`src/rtl/mem_arbiter_if.sv`:
```
// Bundle of the fetch, data and unified-memory buses around mem_arbiter.
// slave is the arbiter's view; master is the datapath/memory side.
interface mem_arbiter_if #(
  parameter int ADDR_W = 32,
  parameter int DATA_W = 32
);
  logic                  i_req;
  logic [ADDR_W-1:0]     i_addr;
  logic [DATA_W-1:0]     i_rdata;
  logic                  i_ready;
  logic                  d_req;
  logic                  d_wen;
  logic [ADDR_W-1:0]     d_addr;
  logic [DATA_W-1:0]     d_wdata;
  logic [DATA_W/8-1:0]   d_strb;
  logic                  d_lock;
  logic [DATA_W-1:0]     d_rdata;
  logic                  d_ready;
  logic                  m_req;
  logic                  m_wen;
  logic [ADDR_W-1:0]     m_addr;
  logic [DATA_W-1:0]     m_wdata;
  logic [DATA_W/8-1:0]   m_strb;
  logic [DATA_W-1:0]     m_rdata;
  logic                  m_ready;

  modport slave (
    input  i_req, i_addr, d_req, d_wen, d_addr, d_wdata, d_strb, d_lock,
           m_rdata, m_ready,
    output i_rdata, i_ready, d_rdata, d_ready,
           m_req, m_wen, m_addr, m_wdata, m_strb
  );

  modport master (
    output i_req, i_addr, d_req, d_wen, d_addr, d_wdata, d_strb, d_lock,
           m_rdata, m_ready,
    input  i_rdata, i_ready, d_rdata, d_ready,
           m_req, m_wen, m_addr, m_wdata, m_strb
  );
endinterface

```
`src/rtl/mem_arbiter.sv`:
```
// Shares one memory port between instruction fetch and data accesses:
// data has priority, fetch is protected by a starvation counter, AMOs lock the port.
module mem_arbiter #(
  parameter int ADDR_W       = 32,
  parameter int DATA_W       = 32,
  parameter int STARVE_LIMIT = 4
) (
  input  logic          clk,
  input  logic          nrst,
  mem_arbiter_if.slave  bus,
  output logic          busy
);
  localparam int         STRB_W = DATA_W / 8;
  localparam logic [3:0] LIMIT  = 4'(STARVE_LIMIT);

  typedef enum logic [1:0] {IDLE, SERV_I, SERV_D, LOCKED} state_e;

  state_e              state_q, state_d;
  logic [3:0]          starve_cnt_q, starve_cnt_d;

  logic                m_req, m_wen, i_ready, d_ready;
  logic [ADDR_W-1:0]   m_addr;
  logic [DATA_W-1:0]   m_wdata;
  logic [STRB_W-1:0]   m_strb;

  always_ff @(posedge clk or negedge nrst) begin
    if (!nrst) begin
      state_q      <= IDLE;
      starve_cnt_q <= '0;
    end else begin
      state_q      <= state_d;
      starve_cnt_q <= starve_cnt_d;
    end
  end

  always_comb begin
    state_d      = state_q;
    starve_cnt_d = starve_cnt_q;
    m_req        = 1'b0;
    m_wen        = 1'b0;
    m_addr       = '0;
    m_wdata      = '0;
    m_strb       = '0;
    i_ready      = 1'b0;
    d_ready      = 1'b0;
    unique case (state_q)
      IDLE: begin
        // Fetch wins only when alone or when data has used up its allowance.
        if (bus.i_req && (!bus.d_req || starve_cnt_q == LIMIT)) begin
          state_d      = SERV_I;
          starve_cnt_d = '0;
        end else if (bus.d_req) begin
          state_d = SERV_D;
          if (bus.i_req && starve_cnt_q < LIMIT)
            starve_cnt_d = starve_cnt_q + 4'd1;
        end
      end
      SERV_I: begin
        m_req   = bus.i_req;
        m_addr  = bus.i_addr;
        i_ready = m_req & bus.m_ready;
        if (!bus.i_req || bus.m_ready)
          state_d = IDLE;
      end
      SERV_D, LOCKED: begin
        m_req   = bus.d_req;
        m_wen   = bus.d_wen;
        m_addr  = bus.d_addr;
        m_wdata = bus.d_wdata;
        m_strb  = bus.d_strb;
        d_ready = m_req & bus.m_ready;
        // A dropped request abandons SERV_D but never releases a lock.
        if (m_req && bus.m_ready)
          state_d = bus.d_lock ? LOCKED : IDLE;
        else if (state_q == SERV_D && !bus.d_req)
          state_d = IDLE;
      end
      default: state_d = IDLE;
    endcase
  end

  assign bus.m_req   = m_req;
  assign bus.m_wen   = m_wen;
  assign bus.m_addr  = m_addr;
  assign bus.m_wdata = m_wdata;
  assign bus.m_strb  = m_strb;
  assign bus.i_ready = i_ready;
  assign bus.d_ready = d_ready;
  assign bus.i_rdata = bus.m_rdata;
  assign bus.d_rdata = bus.m_rdata;
  assign busy        = (state_q != IDLE);
endmodule

```
`src/flat_wrapper.sv`:
```
// flat-port wrapper written by rule: the top's interface ports become plain ports
module mem_arbiter_flat 
#(
  parameter int ADDR_W       = 32,
  parameter int DATA_W       = 32,
  parameter int STARVE_LIMIT = 4
)
  (clk, nrst, busy, bus_i_req, bus_i_addr, bus_d_req, bus_d_wen, bus_d_addr, bus_d_wdata, bus_d_strb, bus_d_lock, bus_m_rdata, bus_m_ready, bus_i_rdata, bus_i_ready, bus_d_rdata, bus_d_ready, bus_m_req, bus_m_wen, bus_m_addr, bus_m_wdata, bus_m_strb);
  mem_arbiter_if #(.ADDR_W(ADDR_W), .DATA_W(DATA_W)) bus_i ();
  input  logic clk;
  input  logic nrst;
  output logic busy;
  input wire logic [$bits(bus_i.i_req)-1:0] bus_i_req;
  input wire logic [$bits(bus_i.i_addr)-1:0] bus_i_addr;
  input wire logic [$bits(bus_i.d_req)-1:0] bus_d_req;
  input wire logic [$bits(bus_i.d_wen)-1:0] bus_d_wen;
  input wire logic [$bits(bus_i.d_addr)-1:0] bus_d_addr;
  input wire logic [$bits(bus_i.d_wdata)-1:0] bus_d_wdata;
  input wire logic [$bits(bus_i.d_strb)-1:0] bus_d_strb;
  input wire logic [$bits(bus_i.d_lock)-1:0] bus_d_lock;
  input wire logic [$bits(bus_i.m_rdata)-1:0] bus_m_rdata;
  input wire logic [$bits(bus_i.m_ready)-1:0] bus_m_ready;
  output wire logic [$bits(bus_i.i_rdata)-1:0] bus_i_rdata;
  output wire logic [$bits(bus_i.i_ready)-1:0] bus_i_ready;
  output wire logic [$bits(bus_i.d_rdata)-1:0] bus_d_rdata;
  output wire logic [$bits(bus_i.d_ready)-1:0] bus_d_ready;
  output wire logic [$bits(bus_i.m_req)-1:0] bus_m_req;
  output wire logic [$bits(bus_i.m_wen)-1:0] bus_m_wen;
  output wire logic [$bits(bus_i.m_addr)-1:0] bus_m_addr;
  output wire logic [$bits(bus_i.m_wdata)-1:0] bus_m_wdata;
  output wire logic [$bits(bus_i.m_strb)-1:0] bus_m_strb;
  assign bus_i.i_req = bus_i_req;
  assign bus_i.i_addr = bus_i_addr;
  assign bus_i.d_req = bus_d_req;
  assign bus_i.d_wen = bus_d_wen;
  assign bus_i.d_addr = bus_d_addr;
  assign bus_i.d_wdata = bus_d_wdata;
  assign bus_i.d_strb = bus_d_strb;
  assign bus_i.d_lock = bus_d_lock;
  assign bus_i.m_rdata = bus_m_rdata;
  assign bus_i.m_ready = bus_m_ready;
  assign bus_i_rdata = bus_i.i_rdata;
  assign bus_i_ready = bus_i.i_ready;
  assign bus_d_rdata = bus_i.d_rdata;
  assign bus_d_ready = bus_i.d_ready;
  assign bus_m_req = bus_i.m_req;
  assign bus_m_wen = bus_i.m_wen;
  assign bus_m_addr = bus_i.m_addr;
  assign bus_m_wdata = bus_i.m_wdata;
  assign bus_m_strb = bus_i.m_strb;
  mem_arbiter #(.ADDR_W(ADDR_W), .DATA_W(DATA_W), .STARVE_LIMIT(STARVE_LIMIT)) u_core (.clk(clk), .nrst(nrst), .bus(bus_i), .busy(busy));
endmodule
```
`config.mk`:
```
export PLATFORM = sky130hd
export DESIGN_NAME = mem_arbiter_flat
export DESIGN_NICKNAME = d
export VERILOG_FILES = /design/src/rtl/mem_arbiter_if.sv /design/src/rtl/mem_arbiter.sv /design/src/flat_wrapper.sv
export SDC_FILE = /design/constraint.sdc
export NUM_CORES = 1
export LEC_CHECK = 0
export BUFFER_PORTS_ARGS = -buffer_cell sky130_fd_sc_hd__buf_4
export CAP_MARGIN = 20
export CORE_AREA = 2 2 106 108
export DETAILED_ROUTE_END_ITERATION = 6
export DIE_AREA = 0 0 108 110
export PLACE_DENSITY_LB_ADDON = 0.25
export SLEW_MARGIN = 20
export SYNTH_ARGS = -nofsm -noshare
export SYNTH_HDL_FRONTEND = slang
export SYNTH_SLANG_ARGS = --single-unit
```
`constraint.sdc`:
```
create_clock -name clk -period 3 [get_ports clk]
set_input_delay 0.3 -clock clk [delete_from_list [all_inputs] [get_ports clk]]
set_output_delay 0.3 -clock clk [all_outputs]
set_load 0.005 [all_outputs]
```
Word level (Yosys, flattened, before mapping):

Index checks and enable logic that the tools add are counted.

* flip-flop bits (word level): 6
* input bits: 139
* output and inout bits: 137

* multiplexer cells: 17
* equality and inequality tests: 7
* order comparisons: 1
* add/subtract/negate cells: 1
* reductions and logical operators: 15
* bitwise gates (word level): 2

Operator list (count)
* one-hot mux 32 bit (2 select lines): 1
* 2-to-1 mux 32 bit: 1
* 2-to-1 mux 4 bit: 4
* 2-to-1 mux 2 bit: 6
* one-hot mux 2 bit (3 select lines): 1
* AND reduction 3 bit: 2
* nonzero test 2 bit: 3
* adder 4 x 1 -> 4 bit (second input constant): 1
* equality test 2 bit (second input constant): 2
* equality test 4 x 3 -> 1 bit (second input constant): 1
* logical AND 1 bit: 4
* < comparator 4 x 3 -> 1 bit (second input constant): 1
* 2-to-1 mux 1 bit: 3
* inequality test 3 x 1 -> 1 bit (second input constant): 1
* inequality test 3 x 2 -> 1 bit (second input constant): 1
* AND 1 bit: 2
* equality test 2 x 1 -> 1 bit (second input constant): 1
* zero test 1 bit: 2
* zero test 2 bit: 1
* logical OR 1 bit: 2
* inequality test 2 x 1 -> 1 bit (second input constant): 1
* one-hot mux 1 bit (2 select lines): 1
* OR reduction 2 bit: 1

Depth between registers and ports, before layout:

* depth after elaboration: 5
* depth in mapped cells: 5

Worst setup path before layout:

OpenSTA, ideal clock, no wires.

* kind: register -> output
* from: reg u_core.state_q[1]
* to: out bus_m_addr[0]
* arrival time: 0.982 ns
* buffers on the path: 2
* setup slack: 1.718 ns
* stages on the path, launching flop included: 4
* data required time: 2.700 ns
* path through: dfrtp_1 -> buf_6 -> buf_2 -> a22o_2

* cells in the longest elaborated chain, start to end: 3
* elaborated cells on any way between the ends: 5
* classes of those cells: eq/ne: 3; mux: 1; reduce/logical: 1

Ends and longest elaborated chain
* from (decl): RTL line mem_arbiter.sv:18 `state_e state_q, state_d;`
* from (signal assigned): RTL line mem_arbiter.sv:31 `state_q <= state_d;`
* equality test 2 bit: RTL line mem_arbiter.sv:46 `unique case (state_q)`
* OR reduction 2 bit: RTL line mem_arbiter.sv:46
* one-hot mux 32 bit (2 select lines) *: RTL line mem_arbiter.sv:46
* to (decl): RTL line flat_wrapper.sv:29 `output wire logic [$bits(bus_i.m_addr)-1:0] bus_m_addr;`

Mark *: on every way between the ends. The rest lies on a longest branch, timed or not.

Final worst setup path:

* from: reg u_core.state_q[0]
* to: out bus_m_addr[22]

The elaborated chain is that of the path after synthesis.

==> metrics.txt <==
# TYPE chip_impl_metric gauge
chip_impl_metric{name="slack_of_the_worst_reg_to_reg_path",unit="ns"} 1.36
chip_impl_info{name="start_kind",value="flip-flop"} 1
chip_impl_metric{name="seq_power_share",unit=""} 0.094
chip_impl_metric{name="cts_made_buffers",unit=""} 3
chip_impl_metric{name="synth_top_area_frac",unit=""} 0.325
chip_impl_metric{name="length_of_the_first_detailed_routing_pass_in_iterations",unit=""} 4
chip_impl_metric{name="netlist-cell-type-count",unit=""} 28
chip_impl_metric{name="pwr-share-comb",unit=""} 0.826
chip_impl_info{name="result_of_the_run",value="finished clean"} 1
chip_impl_metric{name="numPlacedInstances",unit=""} 429
chip_impl_metric{name="synth.net_count",unit=""} 325
chip_impl_metric{name="finalNonFillerCells",unit=""} 434
chip_impl_metric{name="vias_per_cell",unit=""} 3.81
chip_impl_metric{name="drtAntennaViolNets",unit=""} 0
chip_impl_metric{name="hpwlAfterDp",unit="um"} 4860
chip_impl_metric{name="power.switching_fraction",unit=""} 0.386
chip_impl_metric{name="flow.area_growth_from_synthesis",unit="%"} 67.9
chip_impl_metric{name="routed_wire_length_per_instance",unit="um"} 13.9
chip_impl_metric{name="num_io_pins",unit=""} 276
chip_impl_info{name="crit_path_end_kind",value="primary output"} 1
chip_impl_metric{name="globalRoute.totalOverflow",unit=""} 0
chip_impl_info{name="path_class",value="flip-flop to primary output"} 1
chip_impl_metric{name="ctsHtreeMaxLevel",unit=""} 1
chip_impl_metric{name="postSynthCellCount",unit=""} 184
chip_impl_metric{name="min_period",unit="ns"} 2.09
chip_impl_metric{name="synth_warnings",unit=""} 0
chip_impl_info{name="min_path_type",value="primary input to flip-flop"} 1
chip_impl_metric{name="leakagePower",unit="nW"} 1.32
chip_impl_metric{name="grt_start_max_net_pins",unit=""} 76
chip_impl_metric{name="wl",unit="um"} 6030
chip_impl_info{name="global_route.peak_usage_layer",value="met2"} 1
chip_impl_metric{name="use_met2",unit=""} 0.160
chip_impl_metric{name="max_slew_violation_total_from_the_final_report",unit=""} 0
chip_impl_metric{name="critPathRequiredTime",unit="ns"} 2.70
chip_impl_metric{name="core-area",unit="mm^2"} 0.0107
chip_impl_metric{name="antenna_found_initial",unit=""} 0
chip_impl_metric{name="layout.filler_cells",unit=""} 1161
chip_impl_metric{name="rr_worst_depth",unit=""} 4
chip_impl_metric{name="post_synthesis_cell_area",unit="mm^2"} 0.00150
chip_impl_metric{name="power.share.clock",unit=""} 0.080
chip_impl_metric{name="grtUsageMet3",unit=""} 0.0347
chip_impl_metric{name="maxSlewHeadroom",unit=""} 0.477
chip_impl_metric{name="finalSetupTns",unit="ns"} 0
chip_impl_info{name="layout_common_cells",value="180 x sky130_fd_sc_hd__buf_4, 37 x sky130_fd_sc_hd__and2_1, 28 x sky130_fd_sc_hd__a22o_2"} 1
chip_impl_info{name="final_common_cell",value="sky130_fd_sc_hd__buf_4"} 1
chip_impl_metric{name="cts_hold_buffers",unit=""} 1
chip_impl_metric{name="placement.io_buffers",unit=""} 179
chip_impl_metric{name="placementRows",unit=""} 38
chip_impl_metric{name="dr.first_iter.drc_count",unit=""} 73
chip_impl_metric{name="syn_area_per_cell",unit="um^2"} 8.17
chip_impl_metric{name="ys_ff_latch",unit=""} 6
chip_impl_info{name="cts_tree",value="done"} 1
chip_impl_metric{name="drive_above_1_share",unit=""} 0.731
chip_impl_info{name="unrepaired_setup_endpoints_after_global_routing",value="false"} 1
chip_impl_metric{name="cp.arrival",unit="ns"} 1.79
chip_impl_metric{name="synth.yosys.seq_area_share",unit=""} 0.0999
chip_impl_metric{name="dieArea",unit="mm^2"} 0.0119
chip_impl_metric{name="cts-root-to-sink-buffers",unit=""} 2
chip_impl_metric{name="crit_path_max_fanout",unit=""} 34
chip_impl_metric{name="grtUsageTotal",unit=""} 0.0856
chip_impl_metric{name="cts_post_setup_buffers_inserted",unit=""} 0
chip_impl_metric{name="fp.dieW",unit="um"} 108
chip_impl_metric{name="p_sw",unit="mW"} 0.620
chip_impl_metric{name="nets",unit=""} 436
chip_impl_metric{name="number_of_global_route_vias_before_repair",unit=""} 1552
chip_impl_metric{name="setup_viol",unit=""} 0
chip_impl_metric{name="power_per_cell_area",unit="mW/mm^2"} 637
chip_impl_info{name="netlist_top_cells_area",value="sky130_fd_sc_hd__buf_4 32%, sky130_fd_sc_hd__a22o_2 19%, sky130_fd_sc_hd__and2_1 15%"} 1
chip_impl_metric{name="routed-via-count",unit=""} 1655
chip_impl_metric{name="max_freq",unit="MHz"} 480
chip_impl_metric{name="finalHoldViolCount",unit=""} 0
chip_impl_info{name="reg2reg_to",value="u_core.starve_cnt_q[2]"} 1
chip_impl_info{name="r2r_start",value="u_core.state_q[1]"} 1
chip_impl_metric{name="finalHoldWorstSlack",unit="ns"} 0.335
chip_impl_metric{name="finalClockSkew",unit="ns"} 0.00618
chip_impl_metric{name="die_height",unit="um"} 110
chip_impl_metric{name="worst_setup_hold_path_clk_slew",unit="ns"} 0.04
chip_impl_metric{name="worst_pin_slew",unit="ns"} 0.783
chip_impl_metric{name="remaining_drc_errors",unit=""} 0
chip_impl_metric{name="post-route-period-util",unit=""} 0.695
chip_impl_metric{name="grt_first_pass_wirelength",unit="um"} 8070
chip_impl_info{name="root_buffer_selected_by_cts",value="sky130_fd_sc_hd__clkbuf_8"} 1
chip_impl_metric{name="finalPower",unit="mW"} 1.61
chip_impl_info{name="synth_top_area_cell",value="sky130_fd_sc_hd__buf_4"} 1
chip_impl_metric{name="worst_skew_pair.late_latency",unit="ns"} 0.23
chip_impl_metric{name="cts.sink_count",unit=""} 6
chip_impl_metric{name="max_cap_viol_count",unit=""} 0
chip_impl_metric{name="place_congestion",unit=""} 0.662
chip_impl_metric{name="cellInternalPower",unit="mW"} 0.987
chip_impl_info{name="crit_path_start",value="u_core.state_q[0]"} 1
chip_impl_metric{name="cts_resized",unit=""} 0
chip_impl_info{name="worstSetupEndpoint",value="bus_m_addr[22]"} 1
chip_impl_metric{name="groute.layer.met1.usage",unit=""} 0.0870
chip_impl_metric{name="antenna-diode-count",unit=""} 0
chip_impl_metric{name="worst_ir_drop_vdd",unit="mV"} 0.523
chip_impl_metric{name="initial_cell_density_of_the_core",unit=""} 0.140
-- metal layers --
layer  vias to the layer above  part of all wire
li1                        789                 -
met2                        98              0.52
met5                         -                 0
met1                       753              0.34
met3                        15              0.12
met4                         0             0.017
-- worst min path at each step --
stage	from	end	slack, ns	cells after the start
floorplan	nrst	u_core.starve_cnt_q[0]	0.004	0
global placement	nrst	u_core.starve_cnt_q[1]	0.12	1
detailed placement	nrst	u_core.starve_cnt_q[0]	0.12	1
CTS	bus_d_lock	u_core.state_q[0]	0.32	3
global route	bus_d_lock	u_core.state_q[0]	0.32	3
finish	bus_d_lock	u_core.state_q[0]	0.33	3
-- power by group through the flow --
stage / combinational (mW) / sequential, mW / clock (mW)
after floorplan: 0.753 / 0.151 / 0
after global placement: 1.34 / 0.150 / 0
after detailed placement: 1.35 / 0.151 / 0
after CTS: 1.36 / 0.150 / 0.134
after global routing: 1.46 / 0.155 / 0.138
final: 1.33 / 0.151 / 0.128
-- cells in the mapped netlist --
master,instances
sky130_fd_sc_hd__inv_1,4
sky130_fd_sc_hd__dfrtp_1,6
sky130_fd_sc_hd__a32o_1,1
sky130_fd_sc_hd__o21ai_1,1
sky130_fd_sc_hd__nor3b_4,1
sky130_fd_sc_hd__a21boi_0,1
sky130_fd_sc_hd__nand3_1,1
sky130_fd_sc_hd__and3_1,2
sky130_fd_sc_hd__o221ai_1,1
sky130_fd_sc_hd__a31oi_1,1
sky130_fd_sc_hd__o21ai_0,2
sky130_fd_sc_hd__ha_1,2
sky130_fd_sc_hd__buf_2,4
sky130_fd_sc_hd__nand2_1,3
sky130_fd_sc_hd__nor2_4,1
sky130_fd_sc_hd__clkbuf_2,2
sky130_fd_sc_hd__buf_4,65
sky130_fd_sc_hd__and3b_1,1
sky130_fd_sc_hd__o211ai_1,3
sky130_fd_sc_hd__nor3b_2,1
sky130_fd_sc_hd__buf_6,4
sky130_fd_sc_hd__a22o_2,28
sky130_fd_sc_hd__nor2b_1,3
sky130_fd_sc_hd__a211o_1,1
sky130_fd_sc_hd__and2_1,37
sky130_fd_sc_hd__a21oi_1,2
sky130_fd_sc_hd__a22o_1,5
sky130_fd_sc_hd__or2_1,1
-- cell families (layout without fill, tap and decap cells) --
logic type / after synthesis / after routing / share of synthesized area
buffers and inverters: 79 / 189 / 0.385
and+or+nand+nor: 51 / 51 / 0.224
AOI/OAI and AO/OA: 46 / 46 / 0.275
DFF: 6 / 6 / 0.0999
adders and majority gates: 2 / 2 / 0.0167
-- metrics by stage --
step | util | setup slack [ns] | instance area, um^2
final | 0.236 | 0.915 | 2520
after global routing | 0.236 | 0.807 | 2520
after CTS | 0.236 | 0.908 | 2520
after detailed placement | 0.231 | 1.16 | 2470
after global placement | 0.231 | 1.21 | 2470
after floorplan | - | 1.72 | 1500
-- flip-flops by register name, summed over array words and instances, names as in the netlist --
name,cells
u_core.state_q,2
u_core.starve_cnt_q,4
-- worst max-delay path, stage by stage, from the launching register on --
cell and delay, ns:
sky130_fd_sc_hd__dfrtp_1 0.43, sky130_fd_sc_hd__inv_1 0.11, sky130_fd_sc_hd__nor2_4 0.63, sky130_fd_sc_hd__a22o_2 0.26
sky130_fd_sc_hd__buf_4 0.11
-- final cells by class --
cell class / count / area (um^2) / share of cell area
multi-input combinational: 99 / 774 / 0.307
timing repair buffer: 181 / 1360 / 0.540
tap: 140 / 175 / 0.0694
sequential: 6 / 151 / 0.0600
clock buffer: 4 / 45.0 / 0.0179
inverter: 4 / 15.0 / 0.00595
No activity file was read; power rests on OpenSTA's default activity.
